<file path="config.mk">
export PLATFORM = sky130hd
export DESIGN_NAME = approx_mul_iter_flat
export DESIGN_NICKNAME = d
export VERILOG_FILES = /design/src/rtl/approx_mul_iter_if.sv /design/src/rtl/approx_mul_iter.sv /design/src/flat_wrapper.sv
export SDC_FILE = /design/constraint.sdc
export NUM_CORES = 1
export LEC_CHECK = 0
export ABC_AREA = 1
export BUFFER_PORTS_ARGS = -buffer_cell sky130_fd_sc_hd__buf_2
export CORE_AREA = 2 2 65 67
export CTS_BUF_LIST = sky130_fd_sc_hd__clkbuf_16
export DETAILED_ROUTE_END_ITERATION = 10
export DIE_AREA = 0 0 67 69
export PLACE_DENSITY_LB_ADDON = 0.1
export RECOVER_POWER = 100
export SETUP_SLACK_MARGIN = 0.5
export SLEW_MARGIN = 15
export SYNTH_ARGS = -nofsm -noshare
export SYNTH_HDL_FRONTEND = slang
export SYNTH_SLANG_ARGS = --single-unit
</file>
<file path="constraint.sdc">
create_clock -name clk -period 5.3 [get_ports clk]
set_input_delay 0.53 -clock clk [delete_from_list [all_inputs] [get_ports clk]]
set_output_delay 0.53 -clock clk [all_outputs]
set_load 0.005 [all_outputs]
</file>
<file path="src/rtl/approx_mul_iter_if.sv">
// approx_mul_iter_if: operand/result handshake bundle for approx_mul_iter.
// The master drives operands and accepts results; the slave is the multiplier.
interface approx_mul_iter_if #(
    parameter int unsigned WIDTH = 4
);
    logic                 in_valid;
    logic                 in_ready;
    logic [WIDTH-1:0]     a;
    logic [WIDTH-1:0]     b;
    logic                 approx;
    logic                 out_valid;
    logic                 out_ready;
    logic [2*WIDTH-1:0]   prod;
    logic                 busy;
    logic                 err_flag;
    logic [7:0]           err_cnt;

    modport master (
        output in_valid, a, b, approx, out_ready,
        input  in_ready, out_valid, prod, busy, err_flag, err_cnt
    );

    modport slave (
        input  in_valid, a, b, approx, out_ready,
        output in_ready, out_valid, prod, busy, err_flag, err_cnt
    );
endinterface

</file>
<file path="src/rtl/approx_mul_iter.sv">
// approx_mul_iter: iterative shift-add multiplier with a run-time column-truncated approximate mode.
// Define ERR_MON_EN to compile in the exact-product error monitor (err_flag / err_cnt).
module approx_mul_iter #(
    parameter int unsigned WIDTH = 4,
    parameter int unsigned TRUNC = 2,
    parameter int unsigned ET    = 8
) (
    input  logic             clk,
    input  logic             rst_n,
    approx_mul_iter_if.slave bus
);
    localparam int unsigned PW = 2 * WIDTH;
    localparam int unsigned CW = $clog2(WIDTH);
    // Clears product columns [TRUNC-1:0]; TRUNC=0 yields all ones, TRUNC=PW yields zero.
    localparam logic [PW-1:0] TMASK = ~((PW'(1) << TRUNC) - PW'(1));

    typedef enum logic [1:0] {S_IDLE, S_RUN, S_DONE} state_t;

    state_t          r_state;
    state_t          w_state_nxt;
    logic            w_accept;
    logic            w_last;

    logic [PW-1:0]   r_mcand;
    logic [WIDTH-1:0] r_mplier;
    logic            r_approx;
    logic [PW-1:0]   r_acc;
    logic [CW-1:0]   r_step;
    logic [PW-1:0]   r_prod;
    logic            r_in_ready;
    logic            r_out_valid;
    logic            r_busy;

    logic [PW-1:0]   w_pp_raw;
    logic [PW-1:0]   w_pp;
    logic [PW-1:0]   w_sum;

    // Current partial product: multiplicand is pre-shifted, multiplier bit 0 selects it.
    assign w_pp_raw = r_mplier[0] ? r_mcand : '0;
    assign w_pp     = r_approx ? (w_pp_raw & TMASK) : w_pp_raw;
    assign w_sum    = r_acc + w_pp;

    always_comb begin
        w_state_nxt = r_state;
        w_accept    = 1'b0;
        w_last      = 1'b0;
        unique case (r_state)
            S_IDLE: begin
                if (bus.in_valid) begin
                    w_accept    = 1'b1;
                    w_state_nxt = S_RUN;
                end
            end
            S_RUN: begin
                if (r_step == CW'(WIDTH - 1)) begin
                    w_last      = 1'b1;
                    w_state_nxt = S_DONE;
                end
            end
            S_DONE: begin
                if (bus.out_ready) begin
                    w_state_nxt = S_IDLE;
                end
            end
            default: w_state_nxt = S_IDLE;
        endcase
    end

    // State plus handshake flags registered from the next state.
    always_ff @(posedge clk or negedge rst_n) begin
        if (!rst_n) begin
            r_state     <= S_IDLE;
            r_in_ready  <= 1'b1;
            r_out_valid <= 1'b0;
            r_busy      <= 1'b0;
        end else begin
            r_state     <= w_state_nxt;
            r_in_ready  <= (w_state_nxt == S_IDLE);
            r_out_valid <= (w_state_nxt == S_DONE);
            r_busy      <= (w_state_nxt != S_IDLE);
        end
    end

    always_ff @(posedge clk or negedge rst_n) begin
        if (!rst_n) begin
            r_mcand  <= '0;
            r_mplier <= '0;
            r_approx <= 1'b0;
            r_acc    <= '0;
            r_step   <= '0;
            r_prod   <= '0;
        end else if (w_accept) begin
            r_mcand  <= PW'(bus.a);
            r_mplier <= bus.b;
            r_approx <= bus.approx;
            r_acc    <= '0;
            r_step   <= '0;
        end else if (r_state == S_RUN) begin
            r_mcand  <= r_mcand << 1;
            r_mplier <= r_mplier >> 1;
            r_acc    <= w_sum;
            r_step   <= r_step + CW'(1);
            if (w_last) begin
                r_prod <= w_sum;
            end
        end
    end

    assign bus.in_ready  = r_in_ready;
    assign bus.out_valid = r_out_valid;
    assign bus.busy      = r_busy;
    assign bus.prod      = r_prod;

`ifdef ERR_MON_EN
    logic [PW-1:0] r_exact;
    logic          r_err_flag;
    logic [7:0]    r_err_cnt;
    logic [PW-1:0] w_diff;
    logic          w_err;

    assign w_diff = (r_exact >= w_sum) ? (r_exact - w_sum) : (w_sum - r_exact);
    assign w_err  = 32'(w_diff) > ET;

    // Exact reference captured at accept; verdict and saturating count updated on DONE entry.
    always_ff @(posedge clk or negedge rst_n) begin
        if (!rst_n) begin
            r_exact    <= '0;
            r_err_flag <= 1'b0;
            r_err_cnt  <= '0;
        end else begin
            if (w_accept) begin
                r_exact <= PW'(bus.a) * PW'(bus.b);
            end
            if (w_last) begin
                r_err_flag <= w_err;
                if (w_err && (r_err_cnt != 8'hFF)) begin
                    r_err_cnt <= r_err_cnt + 8'd1;
                end
            end
        end
    end

    assign bus.err_flag = r_err_flag;
    assign bus.err_cnt  = r_err_cnt;
`else
    assign bus.err_flag = 1'b0;
    assign bus.err_cnt  = 8'd0;
`endif

endmodule
</file>
<file path="src/flat_wrapper.sv">
// flat-port wrapper written by rule: the top's interface ports become plain ports
module approx_mul_iter_flat 
#(
    parameter int unsigned WIDTH = 4,
    parameter int unsigned TRUNC = 2,
    parameter int unsigned ET    = 8
)
  (clk, rst_n, bus_in_valid, bus_a, bus_b, bus_approx, bus_out_ready, bus_in_ready, bus_out_valid, bus_prod, bus_busy, bus_err_flag, bus_err_cnt);
  approx_mul_iter_if #(.WIDTH(WIDTH)) bus_i ();
  input  logic clk;
  input  logic rst_n;
  input wire logic [$bits(bus_i.in_valid)-1:0] bus_in_valid;
  input wire logic [$bits(bus_i.a)-1:0] bus_a;
  input wire logic [$bits(bus_i.b)-1:0] bus_b;
  input wire logic [$bits(bus_i.approx)-1:0] bus_approx;
  input wire logic [$bits(bus_i.out_ready)-1:0] bus_out_ready;
  output wire logic [$bits(bus_i.in_ready)-1:0] bus_in_ready;
  output wire logic [$bits(bus_i.out_valid)-1:0] bus_out_valid;
  output wire logic [$bits(bus_i.prod)-1:0] bus_prod;
  output wire logic [$bits(bus_i.busy)-1:0] bus_busy;
  output wire logic [$bits(bus_i.err_flag)-1:0] bus_err_flag;
  output wire logic [$bits(bus_i.err_cnt)-1:0] bus_err_cnt;
  assign bus_i.in_valid = bus_in_valid;
  assign bus_i.a = bus_a;
  assign bus_i.b = bus_b;
  assign bus_i.approx = bus_approx;
  assign bus_i.out_ready = bus_out_ready;
  assign bus_in_ready = bus_i.in_ready;
  assign bus_out_valid = bus_i.out_valid;
  assign bus_prod = bus_i.prod;
  assign bus_busy = bus_i.busy;
  assign bus_err_flag = bus_i.err_flag;
  assign bus_err_cnt = bus_i.err_cnt;
  approx_mul_iter #(.WIDTH(WIDTH), .TRUNC(TRUNC), .ET(ET)) u_core (.clk(clk), .rst_n(rst_n), .bus(bus_i));
endmodule
</file>
# --- After elaboration in Yosys (flattened, before gate mapping) ---
# Cells that the tools add are included.
# W data, S select, Z words.
word_totals:
  ff_bits: 36
  word_cells: 40
  in_bits: 13
  out_inout_bits: 20
classes:
  n_reduce_logical: 5
  n_mux: 18
  eq_ne: 4
  bitwise: 1
  addsub: 2
ops:
  columns: ["operator", "count"]
  rows:
  - ["$mux W8", 5]
  - ["$mux W2", 6]
  - ["$add A8 B8 Y8", 1]
  - ["$mux W4", 2]
  - ["$eq A2 B2 Y1 const B", 3]
  - ["$pmux W2 S3", 1]
  - ["$logic_not A2 Y1", 2]
  - ["$mux W1", 4]
  - ["$reduce_bool A2 Y1", 2]
  - ["$reduce_and A3 Y1", 1]
  - ["$add A2 B1 Y2 const B", 1]
  - ["$eq A2 B1 Y1 const B", 1]
  - ["$not A1 Y1", 1]

# --- Logic depth before layout (Yosys ltp) ---
# Gate-level depths: netlist of run 1.
logic_depth:
  ltp_word: 5
  mapped_depth: 13
  depth_no_buf: 13

# --- Worst setup path after synthesis of run 1 ---
# No wires, ideal clock.
synth_timing:
  path_kind: "reg-to-reg"
  start: "register u_core.r_mplier[0]"
  end: "register u_core.r_prod[6], in the netlist u_core.bus.prod[6]"
  setup_time_ns: 0.117
  period_less_slack_ns: 1.824
  n_path_buf: 0
  t_required_ns: 5.183
  path_slack_ns: 3.476
  path_stages_with_launch: 14
  arrival_ns: 1.706
  cell_sequence: "dfrtp_1 > inv_1 > nor3_1 > ha_1 > inv_1 > fa_1 > inv_1 > nand2_1 > nand2_1 > nand3b_1 > nand2_1 > nand2_1 > nand3_1 > nand2_1"
synth_via:
  elab_chain_len: 3
synth_rtl:
  columns: ["item", "line_no", "source"]
  rows:
  - ["start, declared", "approx_mul_iter.sv:25", "logic [WIDTH-1:0] r_mplier;"]
  - ["start signal, assigned", "approx_mul_iter.sv:94", "r_mplier <= bus.b;"]
  - ["start signal, assigned", "approx_mul_iter.sv:100", "r_mplier <= r_mplier >> 1;"]
  - ["$mux W8 *", "approx_mul_iter.sv:39", "assign w_pp_raw = r_mplier[0] ? r_mcand : '0;"]
  - ["$mux W2", "approx_mul_iter.sv:40", "assign w_pp = r_approx ? (w_pp_raw & TMASK) : w_pp_raw;"]
  - ["$add A8 B8 Y8 *", "approx_mul_iter.sv:41", "assign w_sum = r_acc + w_pp;"]
  - ["end signal, assigned", "approx_mul_iter.sv:104", "r_prod <= w_sum;"]
  - ["end, declared", "approx_mul_iter.sv:29", "logic [PW-1:0] r_prod;"]
# Mark *: on every way between the ends. The rest lies on a longest branch, timed or not.
# A chain may end at the register's enable or synchronous reset.

# --- Final worst setup path of run 1 ---
layout_timing:
  start: "register u_core.r_mplier[0]"
  end: "register u_core.r_prod[4], in the netlist u_core.bus.prod[4]"
# The elaborated chain is that of the path after synthesis.

==> impl_metrics.prom, run 1 <==
# TYPE chip_impl_metric gauge
chip_impl_metric{name="synth_compound_gate_area_share",unit="%"} 9.25
chip_impl_metric{name="vias",unit=""} 1344
chip_impl_metric{name="synth_seq_cells",unit=""} 36
chip_impl_metric{name="timing.reg2reg.setup_slack",unit="ns"} 3.28
chip_impl_metric{name="globalRoute.totalOverflow",unit=""} 0
chip_impl_metric{name="antenna-diode-count",unit=""} 0
chip_impl_metric{name="post_cts_resized",unit=""} 0
chip_impl_metric{name="worst_ep_arrival_time",unit="ns"} 2.23
chip_impl_metric{name="die_h",unit="um"} 69
chip_impl_metric{name="postCtsSetupBuffers",unit=""} 0
chip_impl_metric{name="internal-power",unit="uW"} 714
chip_impl_info{name="synth_top_family_by_area",value="simple AND/OR/NAND/NOR gates"} 1
chip_impl_info{name="clock_tree.root_cell",value="sky130_fd_sc_hd__clkbuf_16"} 1
chip_impl_info{name="tightest_hold_check_type",value="input port to flip-flop"} 1
chip_impl_metric{name="clock_sinks",unit=""} 36
chip_impl_metric{name="period_share",unit="%"} 38.1
chip_impl_metric{name="synth_largest_type_area_fraction",unit="%"} 47.6
chip_impl_metric{name="synth.distinct_cells",unit=""} 30
chip_impl_info{name="rsz0062_at_grt",value="false"} 1
chip_impl_metric{name="clock_tree.htree_level_count",unit=""} 2
chip_impl_metric{name="clockPowerShare",unit="%"} 23.3
chip_impl_metric{name="pre_antenna_drt_iters",unit=""} 4
chip_impl_info{name="path_class",value="flip-flop to flip-flop"} 1
chip_impl_info{name="dominant_cell_type_by_area_after_synthesis",value="sky130_fd_sc_hd__dfrtp_1"} 1
chip_impl_metric{name="first_pass_grt_wire_length",unit="um"} 5980
chip_impl_metric{name="post_synthesis_area_per_instance",unit="um^2"} 8.56
chip_impl_metric{name="path_max_fanout",unit=""} 7
chip_impl_metric{name="cts_hold_repair.buffers",unit=""} 0
chip_impl_metric{name="die_width",unit="um"} 67
chip_impl_metric{name="pin_count",unit=""} 33
chip_impl_metric{name="part_of_the_power_in_registers",unit="%"} 38.7
chip_impl_info{name="min-delay-start",value="bus_out_ready"} 1
chip_impl_metric{name="first_iter_violations",unit=""} 89
chip_impl_metric{name="synth-xor-area-share",unit="%"} 0.952
chip_impl_metric{name="netlist_instances",unit=""} 215
chip_impl_metric{name="worst_ep_required_time",unit="ns"} 5.51
chip_impl_info{name="synth.top_cells.by_area",value="sky130_fd_sc_hd__dfrtp_1 (48%), sky130_fd_sc_hd__nand2_1 (13%), sky130_fd_sc_hd__inv_1 (6.1%)"} 1
chip_impl_info{name="worst_setup_path_startpoint",value="u_core.r_mplier[0]$_DFFE_PN0P_"} 1
chip_impl_info{name="ys_dominant_reg_cell",value="sky130_fd_sc_hd__dfrtp_1"} 1
chip_impl_metric{name="worst_setup_hold_path_clk_slew",unit="ns"} 0.05
chip_impl_metric{name="antenna_left",unit=""} 0
chip_impl_metric{name="hold_viol_final",unit=""} 0
chip_impl_metric{name="area_of_placed_instances",unit="um^2"} 1970
chip_impl_metric{name="route.detailed.drc",unit=""} 0
chip_impl_metric{name="port-buffer-count",unit=""} 23
chip_impl_metric{name="yosys.area_share.simple",unit="%"} 22.4
chip_impl_metric{name="finalSetupViolCount",unit=""} 0
chip_impl_info{name="crit-reg2reg-capture",value="u_core.bus.prod[4]$_DFFE_PN0P_"} 1
chip_impl_metric{name="clock-skew-final",unit="ns"} 0.00331
chip_impl_metric{name="max_freq",unit="GHz"} 0.496
chip_impl_metric{name="final.min_clock_period",unit="ns"} 2.02
chip_impl_metric{name="synth.cell_area",unit="um^2"} 1840
chip_impl_info{name="status",value="complete, but fails checks"} 1
chip_impl_metric{name="first_global_vias",unit=""} 1302
chip_impl_metric{name="max_cap_viol_count",unit=""} 1
chip_impl_metric{name="nNetsFinal",unit=""} 263
chip_impl_metric{name="relSlewSlack",unit="%"} -25.7
chip_impl_metric{name="core_area",unit="um^2"} 3910
chip_impl_metric{name="sw_frac_of_total",unit="%"} 37.8
chip_impl_metric{name="max-clock-path-buffers",unit=""} 2
chip_impl_metric{name="layout-drive-gt1-share",unit="%"} 10.3
chip_impl_metric{name="gp_congestion",unit=""} 0.757
chip_impl_metric{name="synth.yosys.seq_area_share",unit="%"} 49.0
chip_impl_metric{name="vdd_drop_max",unit="mV"} 0.223
chip_impl_metric{name="initial_utilization",unit="%"} 47.0
chip_impl_info{name="crit_path_start_kind",value="flip-flop"} 1
chip_impl_metric{name="antenna_found_initial",unit=""} 0
chip_impl_metric{name="finish.utilization",unit="%"} 53.0
chip_impl_info{name="worst_min_delay_path_endpoint",value="u_core.bus.out_valid$_DFF_PN0_"} 1
chip_impl_metric{name="pwr-share-comb",unit="%"} 38.1
chip_impl_metric{name="worstHoldPathCells",unit=""} 2
chip_impl_info{name="reg2reg_from",value="u_core.r_mplier[0]$_DFFE_PN0P_"} 1
chip_impl_metric{name="fin_total_pwr",unit="mW"} 1.15
chip_impl_metric{name="synth_adder_area_share",unit="%"} 6.53
chip_impl_metric{name="power_per_standard_cell_area",unit="nW/um^2"} 553
chip_impl_metric{name="asyncSetResetFlopFracSynth",unit="%"} 100
chip_impl_metric{name="power_switching",unit="uW"} 434
chip_impl_metric{name="post_synth_mux_area_share",unit="%"} 0
chip_impl_metric{name="wirelength",unit="um"} 3290
chip_impl_metric{name="instance_count_after_placement_with_tap_cells_included",unit=""} 284
chip_impl_metric{name="dr_vias_cell",unit=""} 4.60
chip_impl_metric{name="core.rowCount",unit=""} 23
chip_impl_metric{name="die_area",unit="um^2"} 4620
chip_impl_metric{name="routed_len_inst",unit="um"} 11.3
chip_impl_metric{name="maximum_number_of_pins_on_one_net_before_global_route_repair",unit=""} 37
chip_impl_info{name="violated_checks",value="capacitance limit, slew limit"} 1
chip_impl_metric{name="power.leakage",unit="nW"} 1.15
chip_impl_metric{name="syn_to_final_growth",unit="%"} 12.7
chip_impl_metric{name="worstMarginPinSlew",unit="ns"} 1.88
chip_impl_metric{name="timing.final.max_slew_violations",unit=""} 37
chip_impl_metric{name="reg2regPathDepth",unit=""} 12
chip_impl_metric{name="hpwl_after_dpl",unit="um"} 2400
chip_impl_info{name="critical_path.endpoint_type",value="flip-flop"} 1
chip_impl_metric{name="clk_latency",unit="ns"} 0.27
chip_impl_metric{name="track_usage",unit="%"} 16.9
chip_impl_metric{name="post_synth_edffs",unit=""} 0
chip_impl_metric{name="yosysWarningCount",unit=""} 0
chip_impl_info{name="clock_tree_from_tritoncts",value="done"} 1
chip_impl_metric{name="final_cells",unit=""} 292
chip_impl_metric{name="final_tns_setup",unit="ns"} 0
chip_impl_metric{name="final_cell_area",unit="um^2"} 2070
chip_impl_metric{name="cts_made_buffers",unit=""} 5
==> power groups by stage <==
stage / logic, mW / registers (mW) / clock network [mW]
final: 0.437 / 0.444 / 0.267
after global routing: 0.520 / 0.459 / 0.292
after CTS: 0.469 / 0.447 / 0.276
after detailed placement: 0.468 / 0.450 / 0
after global placement: 0.465 / 0.448 / 0
after floorplan: 0.349 / 0.444 / 0
==> routing by layer <==
layer,track usage [%],routed length [um]
met1,23.5,1700
met2,25.1,1400
met3,5.38,165
met4,4.76,31
met5,0,0
==> cell usage after synthesis (2+ instances only) <==
master / count
sky130_fd_sc_hd__nor3_1: 2
sky130_fd_sc_hd__o22ai_1: 4
sky130_fd_sc_hd__nand2_1: 62
sky130_fd_sc_hd__o21ai_1: 6
sky130_fd_sc_hd__o221ai_1: 6
sky130_fd_sc_hd__xor2_1: 2
sky130_fd_sc_hd__a21oi_1: 3
sky130_fd_sc_hd__nand2_2: 2
sky130_fd_sc_hd__ha_1: 8
sky130_fd_sc_hd__buf_2: 3
sky130_fd_sc_hd__nand3_1: 15
sky130_fd_sc_hd__inv_1: 30
sky130_fd_sc_hd__o31ai_1: 2
sky130_fd_sc_hd__buf_4: 9
sky130_fd_sc_hd__nor2_1: 5
sky130_fd_sc_hd__inv_2: 4
sky130_fd_sc_hd__nand3b_1: 2
sky130_fd_sc_hd__o21ai_0: 3
sky130_fd_sc_hd__dfrtp_1: 35
sky130_fd_sc_hd__or2_1: 2
==> cell usage in the layout (no fill, tap or decap), types with 2 or more instances in the layout <==
cell,instances
sky130_fd_sc_hd__o31ai_1,2
sky130_fd_sc_hd__conb_1,9
sky130_fd_sc_hd__nand3b_1,2
sky130_fd_sc_hd__clkinv_1,3
sky130_fd_sc_hd__o221ai_1,6
sky130_fd_sc_hd__a21oi_1,3
sky130_fd_sc_hd__clkbuf_16,5
sky130_fd_sc_hd__xor2_1,2
sky130_fd_sc_hd__nand3_1,16
sky130_fd_sc_hd__ha_1,8
sky130_fd_sc_hd__buf_2,17
sky130_fd_sc_hd__nor3_1,2
sky130_fd_sc_hd__nor2_1,6
sky130_fd_sc_hd__nand2_1,64
sky130_fd_sc_hd__o22ai_1,4
sky130_fd_sc_hd__dfrtp_1,35
sky130_fd_sc_hd__clkbuf_1,6
sky130_fd_sc_hd__inv_1,35
sky130_fd_sc_hd__o21ai_0,8
==> worst max-delay path by stage <==
stage                     slack, ns                             end
after floorplan                3.48  u_core.bus.prod[6]$_DFFE_PN0P_
after global placement         3.35     u_core.r_acc[6]$_DFFE_PN0P_
after detailed placement       3.30     u_core.r_acc[6]$_DFFE_PN0P_
after CTS                      3.30     u_core.r_acc[6]$_DFFE_PN0P_
after global routing           2.96   u_core.r_mcand[6]$_DFFE_PN0P_
final                          3.28  u_core.bus.prod[4]$_DFFE_PN0P_
==> flip-flops by register name (all words and copies together) (netlist names) <==
signal                cells
u_core.bus.out_valid      1
u_core.r_mcand            8
u_core.bus.prod           8
u_core.r_state            2
u_core.r_acc              8
u_core.r_approx           1
u_core.bus.in_ready       1
u_core.r_step             2
u_core.bus.busy           1
u_core.r_mplier           4
==> cell type report <==
cell class	count	area, um^2
multi-input cells	140	734
inverters	35	131
fillers	391	1840
clock buffers	5	125
clock inverters	3	11.3
flip-flops and latches	36	902
repair buffers	23	108
well taps	50	62.6
==> stage by stage <==
stage          hold WS (ns)  setup slack [ns]
2_1_floorplan         0.234              3.48
3_3_place_gp          0.461              3.35
3_5_place_dp          0.462              3.30
4_1_cts               0.380              3.30
5_1_grt               0.458              2.96
6_report              0.451              3.28
==> logic make-up after synthesis <==
family	count (synthesis)
AO/OA/AOI/OAI	26
XOR/XNOR	2
adder cells (fa/ha/maj)	9
buffers and inverters	47
flip-flops	36
other	1
AND/OR/NAND/NOR	94
==> worst max-delay path, stage by stage, from the launching register on <==
cell and delay (ns):
sky130_fd_sc_hd__dfrtp_1 0.43, sky130_fd_sc_hd__inv_1 0.09, sky130_fd_sc_hd__nor3_1 0.20, sky130_fd_sc_hd__ha_1 0.19, sky130_fd_sc_hd__inv_1 0.05, sky130_fd_sc_hd__fa_1 0.39
sky130_fd_sc_hd__inv_1 0.07, sky130_fd_sc_hd__nand2_1 0.04, sky130_fd_sc_hd__nand2_1 0.07, sky130_fd_sc_hd__and2_0 0.14, sky130_fd_sc_hd__or2_0 0.14, sky130_fd_sc_hd__nand3_1 0.08
sky130_fd_sc_hd__nand2_1 0.08
No activity file was read; power rests on OpenSTA's default activity.
==> inputs of run 2 (changes only) <==
ABC_AREA = 0   (was 1)
clock period = 2 ns   (was 5.3 ns; I/O delays follow)
==> run 2 against run 1 <==
Effect of this change:
- the flow finishes with violations (capacitance limit, slew limit, setup timing)
- sequential power grew to 2.7 times the previous value
- total power grew to 2.9 times the previous value
- cell area is 9.8% higher
- sequential share of layout area is 3.9 points lower
- synthesized cell count is 20% lower
- die area stayed put
==> impl_metrics.prom, run 2 <==
# TYPE chip_impl_metric gauge
chip_impl_info{name="status",value="complete, but fails checks"} 1
chip_impl_info{name="violated_checks",value="capacitance limit, slew limit, setup timing"} 1
chip_impl_metric{name="multi_input_comb_area",unit="um^2"} 878
chip_impl_info{name="clock_tree.root_cell",value="sky130_fd_sc_hd__clkbuf_16"} 1
chip_impl_metric{name="pin_count",unit=""} 33
chip_impl_metric{name="timing.final.max_slew_violations",unit=""} 37
chip_impl_info{name="most_congested_layer_reported_by_global_routing",value="met2"} 1
chip_impl_metric{name="nNetsFinal",unit=""} 236
chip_impl_metric{name="worstMarginPinSlew",unit="ns"} 1.91
chip_impl_metric{name="reg2regPathDepth",unit=""} 9
chip_impl_info{name="most_common_cell_after_layout_fill_and_taps_aside",value="sky130_fd_sc_hd__dfrtp_1"} 1
chip_impl_metric{name="path_max_fanout",unit=""} 4
chip_impl_info{name="crit_path_start_kind",value="flip-flop"} 1
chip_impl_metric{name="synth.yosys.seq_area_share",unit="%"} 50.5
chip_impl_metric{name="asyncSetResetFlopFracSynth",unit="%"} 100
chip_impl_metric{name="post_synth_edffs",unit=""} 0
chip_impl_metric{name="antenna_found_initial",unit=""} 0
chip_impl_metric{name="first_global_vias",unit=""} 1381
chip_impl_metric{name="relSlewSlack",unit="%"} -27.1
chip_impl_metric{name="port-buffer-count",unit=""} 23
chip_impl_metric{name="hold_viol_final",unit=""} 0
chip_impl_metric{name="worst_hold_slack",unit="ns"} 0.149
chip_impl_metric{name="vias",unit=""} 1374
chip_impl_metric{name="cts_made_buffers",unit=""} 5
chip_impl_metric{name="core_area",unit="um^2"} 3910
chip_impl_info{name="rsz0062_at_grt",value="true"} 1
chip_impl_metric{name="maximum_number_of_pins_on_one_net_before_global_route_repair",unit=""} 37
chip_impl_metric{name="routed_len_inst",unit="um"} 15.0
chip_impl_metric{name="worst_setup_hold_path_clk_slew",unit="ns"} 0.06
chip_impl_info{name="ys_top_cells_by_count",value="sky130_fd_sc_hd__dfrtp_1 (35), sky130_fd_sc_hd__nand2_1 (22), sky130_fd_sc_hd__o21ai_0 (20), sky130_fd_sc_hd__a22o_1 (9), sky130_fd_sc_hd__buf_4 (9)"} 1
chip_impl_info{name="most-common-layout-cells",value="sky130_fd_sc_hd__dfrtp_1 (35), sky130_fd_sc_hd__nand2_1 (22), sky130_fd_sc_hd__buf_4 (17)"} 1
chip_impl_metric{name="finish.utilization",unit="%"} 58.2
chip_impl_info{name="tightest_hold_check_type",value="input port to flip-flop"} 1
chip_impl_metric{name="initial_utilization",unit="%"} 45.7
chip_impl_metric{name="synth.cell_area",unit="um^2"} 1790
chip_impl_metric{name="hpwl_after_dpl",unit="um"} 2790
chip_impl_metric{name="timing.final.ws_setup",unit="ns"} -0.218
chip_impl_metric{name="globalRoute.totalOverflow",unit=""} 0
chip_impl_metric{name="register_area",unit="um^2"} 902
chip_impl_metric{name="netlist_instances",unit=""} 171
chip_impl_metric{name="clk_latency",unit="ns"} 0.28
chip_impl_metric{name="antenna_left",unit=""} 0
chip_impl_metric{name="finalSetupViolCount",unit=""} 3
chip_impl_metric{name="worstHoldPathCells",unit=""} 2
chip_impl_info{name="synth.top_cells.by_area",value="sky130_fd_sc_hd__dfrtp_1 (49%), sky130_fd_sc_hd__ha_1 (5.6%), sky130_fd_sc_hd__o21ai_0 (5.6%)"} 1
chip_impl_metric{name="core.rowCount",unit=""} 23
chip_impl_metric{name="clock_sinks",unit=""} 36
chip_impl_info{name="most_numerous_cell_in_the_yosys_netlist",value="sky130_fd_sc_hd__dfrtp_1"} 1
chip_impl_metric{name="layout.filler_cells",unit=""} 367
chip_impl_metric{name="grt_use_met1",unit="%"} 25.3
chip_impl_info{name="ys_dominant_reg_cell",value="sky130_fd_sc_hd__dfrtp_1"} 1
chip_impl_metric{name="clock-skew-final",unit="ns"} 0.00390
chip_impl_info{name="path_class",value="flip-flop to flip-flop"} 1
chip_impl_metric{name="layout-drive-gt1-share",unit="%"} 27.0
chip_impl_metric{name="final.min_clock_period",unit="ns"} 2.22
chip_impl_metric{name="synth.distinct_cells",unit=""} 32
chip_impl_metric{name="synth_largest_type_area_fraction",unit="%"} 49.0
chip_impl_info{name="dominant_cell_type_by_area_after_synthesis",value="sky130_fd_sc_hd__dfrtp_1"} 1
chip_impl_info{name="clock_tree_from_tritoncts",value="done"} 1
chip_impl_metric{name="vdd_drop_max",unit="mV"} 0.662
chip_impl_metric{name="syn_to_final_growth",unit="%"} 27.5
chip_impl_metric{name="first_iter_violations",unit=""} 40
chip_impl_metric{name="track_usage",unit="%"} 19.2
chip_impl_metric{name="final_cell_area",unit="um^2"} 2280
chip_impl_metric{name="area_of_placed_instances",unit="um^2"} 2040
chip_impl_metric{name="max_cap_viol_count",unit=""} 1
chip_impl_metric{name="worst_ep_required_time",unit="ns"} 2.17
chip_impl_info{name="critical_path.endpoint_type",value="flip-flop"} 1
chip_impl_metric{name="wirelength",unit="um"} 3970
chip_impl_metric{name="yosysWarningCount",unit=""} 0
chip_impl_metric{name="die_h",unit="um"} 69
chip_impl_metric{name="antenna-diode-count",unit=""} 0
chip_impl_metric{name="period_share",unit="%"} 111
chip_impl_metric{name="gr-usage-met2",unit="%"} 30.4
chip_impl_metric{name="first_pass_grt_wire_length",unit="um"} 6630
chip_impl_metric{name="post_synthesis_area_per_instance",unit="um^2"} 10.4
chip_impl_metric{name="max_freq",unit="GHz"} 0.451
chip_impl_metric{name="grt.met3_usage",unit="%"} 4.24
chip_impl_metric{name="fin_total_pwr",unit="mW"} 3.28
chip_impl_metric{name="clock_tree.htree_level_count",unit=""} 2
chip_impl_metric{name="die_width",unit="um"} 67
chip_impl_metric{name="power.leakage",unit="nW"} 1.10
chip_impl_metric{name="power_per_standard_cell_area",unit="nW/um^2"} 1440
chip_impl_metric{name="route.detailed.drc",unit=""} 0
chip_impl_metric{name="synth_seq_cells",unit=""} 36
chip_impl_metric{name="gp_congestion",unit=""} 0.847
chip_impl_metric{name="cts_hold_repair.buffers",unit=""} 0
chip_impl_metric{name="dr_vias_cell",unit=""} 5.18
chip_impl_metric{name="pre_antenna_drt_iters",unit=""} 4
chip_impl_metric{name="worst_ep_arrival_time",unit="ns"} 2.39
chip_impl_metric{name="die_area",unit="um^2"} 4620
chip_impl_metric{name="max-clock-path-buffers",unit=""} 2
run 2: cell count changes after synthesis, moves of 5 or more:
| cell | change |
|---|---|
| sky130_fd_sc_hd__a21oi_1 | +5 |
| sky130_fd_sc_hd__a22o_1 | +8 |
| sky130_fd_sc_hd__a22oi_1 | +6 |
| sky130_fd_sc_hd__and2_1 | +6 |
| sky130_fd_sc_hd__clkbuf_1 | +6 |
| sky130_fd_sc_hd__inv_1 | -26 |
| sky130_fd_sc_hd__nand2_1 | -40 |
| sky130_fd_sc_hd__nand3_1 | -15 |
| sky130_fd_sc_hd__nor2b_1 | +7 |
| sky130_fd_sc_hd__o21ai_0 | +17 |
| sky130_fd_sc_hd__o21ai_1 | -6 |
| sky130_fd_sc_hd__o221ai_1 | -6 |
run 2: report_power, final:
part	internal (mW)	leakage (nW)	switching [mW]
combinational	0.559	0.545	0.632
clock	0.585	0.0798	0.290
sequential	1.02	0.471	0.196
total	2.16	1.10	1.12
run 2: routing by layer:
layer  up-vias  wire [um]
met2        32       2010
met4         0         78
met3         8        147
met1       670       1730
met5         -          0
li1        664          -
run 2: through the flow:
step | TNS, ns | setup WS [ns] | std cells
3_5_place_dp | -0.800 | -0.209 | 254
2_1_floorplan | -0.350 | -0.185 | 179
5_1_grt | -1.08 | -0.260 | 265
4_1_cts | -0.499 | -0.195 | 263
6_report | -0.433 | -0.218 | 265
3_3_place_gp | -0.599 | -0.170 | 254
run 2: worst paths after layout:
path | from | slack (ns) | end
min in group asynchronous | rst_n | 0.45 | u_core.r_acc[3]$_DFFE_PN0P_
setup reg to reg | u_core.r_mplier[0]$_DFFE_PN0P_ | -0.22 | u_core.r_acc[6]$_DFFE_PN0P_
setup / recovery | u_core.r_mplier[0]$_DFFE_PN0P_ | -0.22 | u_core.r_acc[6]$_DFFE_PN0P_
hold reg to reg | u_core.bus.prod[5]$_DFFE_PN0P_ | 0.48 | u_core.bus.prod[5]$_DFFE_PN0P_
max in group asynchronous | rst_n | 0.45 | u_core.bus.prod[0]$_DFFE_PN0P_
hold / removal | bus_a[0] | 0.15 | u_core.r_mcand[0]$_DFFE_PN0P_
run 2: critical path: stages (launching register included):
cell and delay, ns:
sky130_fd_sc_hd__dfrtp_1 0.40, sky130_fd_sc_hd__and3b_1 0.18, sky130_fd_sc_hd__ha_2 0.18, sky130_fd_sc_hd__inv_2 0.05, sky130_fd_sc_hd__fa_2 0.23, sky130_fd_sc_hd__nor2b_4 0.05
sky130_fd_sc_hd__o31a_1 0.25, sky130_fd_sc_hd__o21a_1 0.18, sky130_fd_sc_hd__or3_4 0.33, sky130_fd_sc_hd__a32o_1 0.26
run 2: area by class of cell:
class                   count  area share [%]
repair buffers             43            11.1
inverters                   4           0.659
clock inverters             3            1.87
clock buffers               5            5.49
flip-flops and latches     36            39.6
well taps                  50            2.75
multi-input cells         124            38.6
run 2: cells by family after synthesis:
logic type	after synthesis	synth area share, %
mux	4	2.52
compound gates	53	19.3
fa+ha+maj	9	6.72
other cells	1	0.210
xor+xnor	5	2.45
simple gates	44	12.4
buf+inv	19	5.88
flops	36	50.5
run 2: timing repair:
item	4_1_cts	5_1_grt
setup buffers	1	2
pin swaps	9	3
gates resized for setup	8	6
setup endpoints to repair	14	15
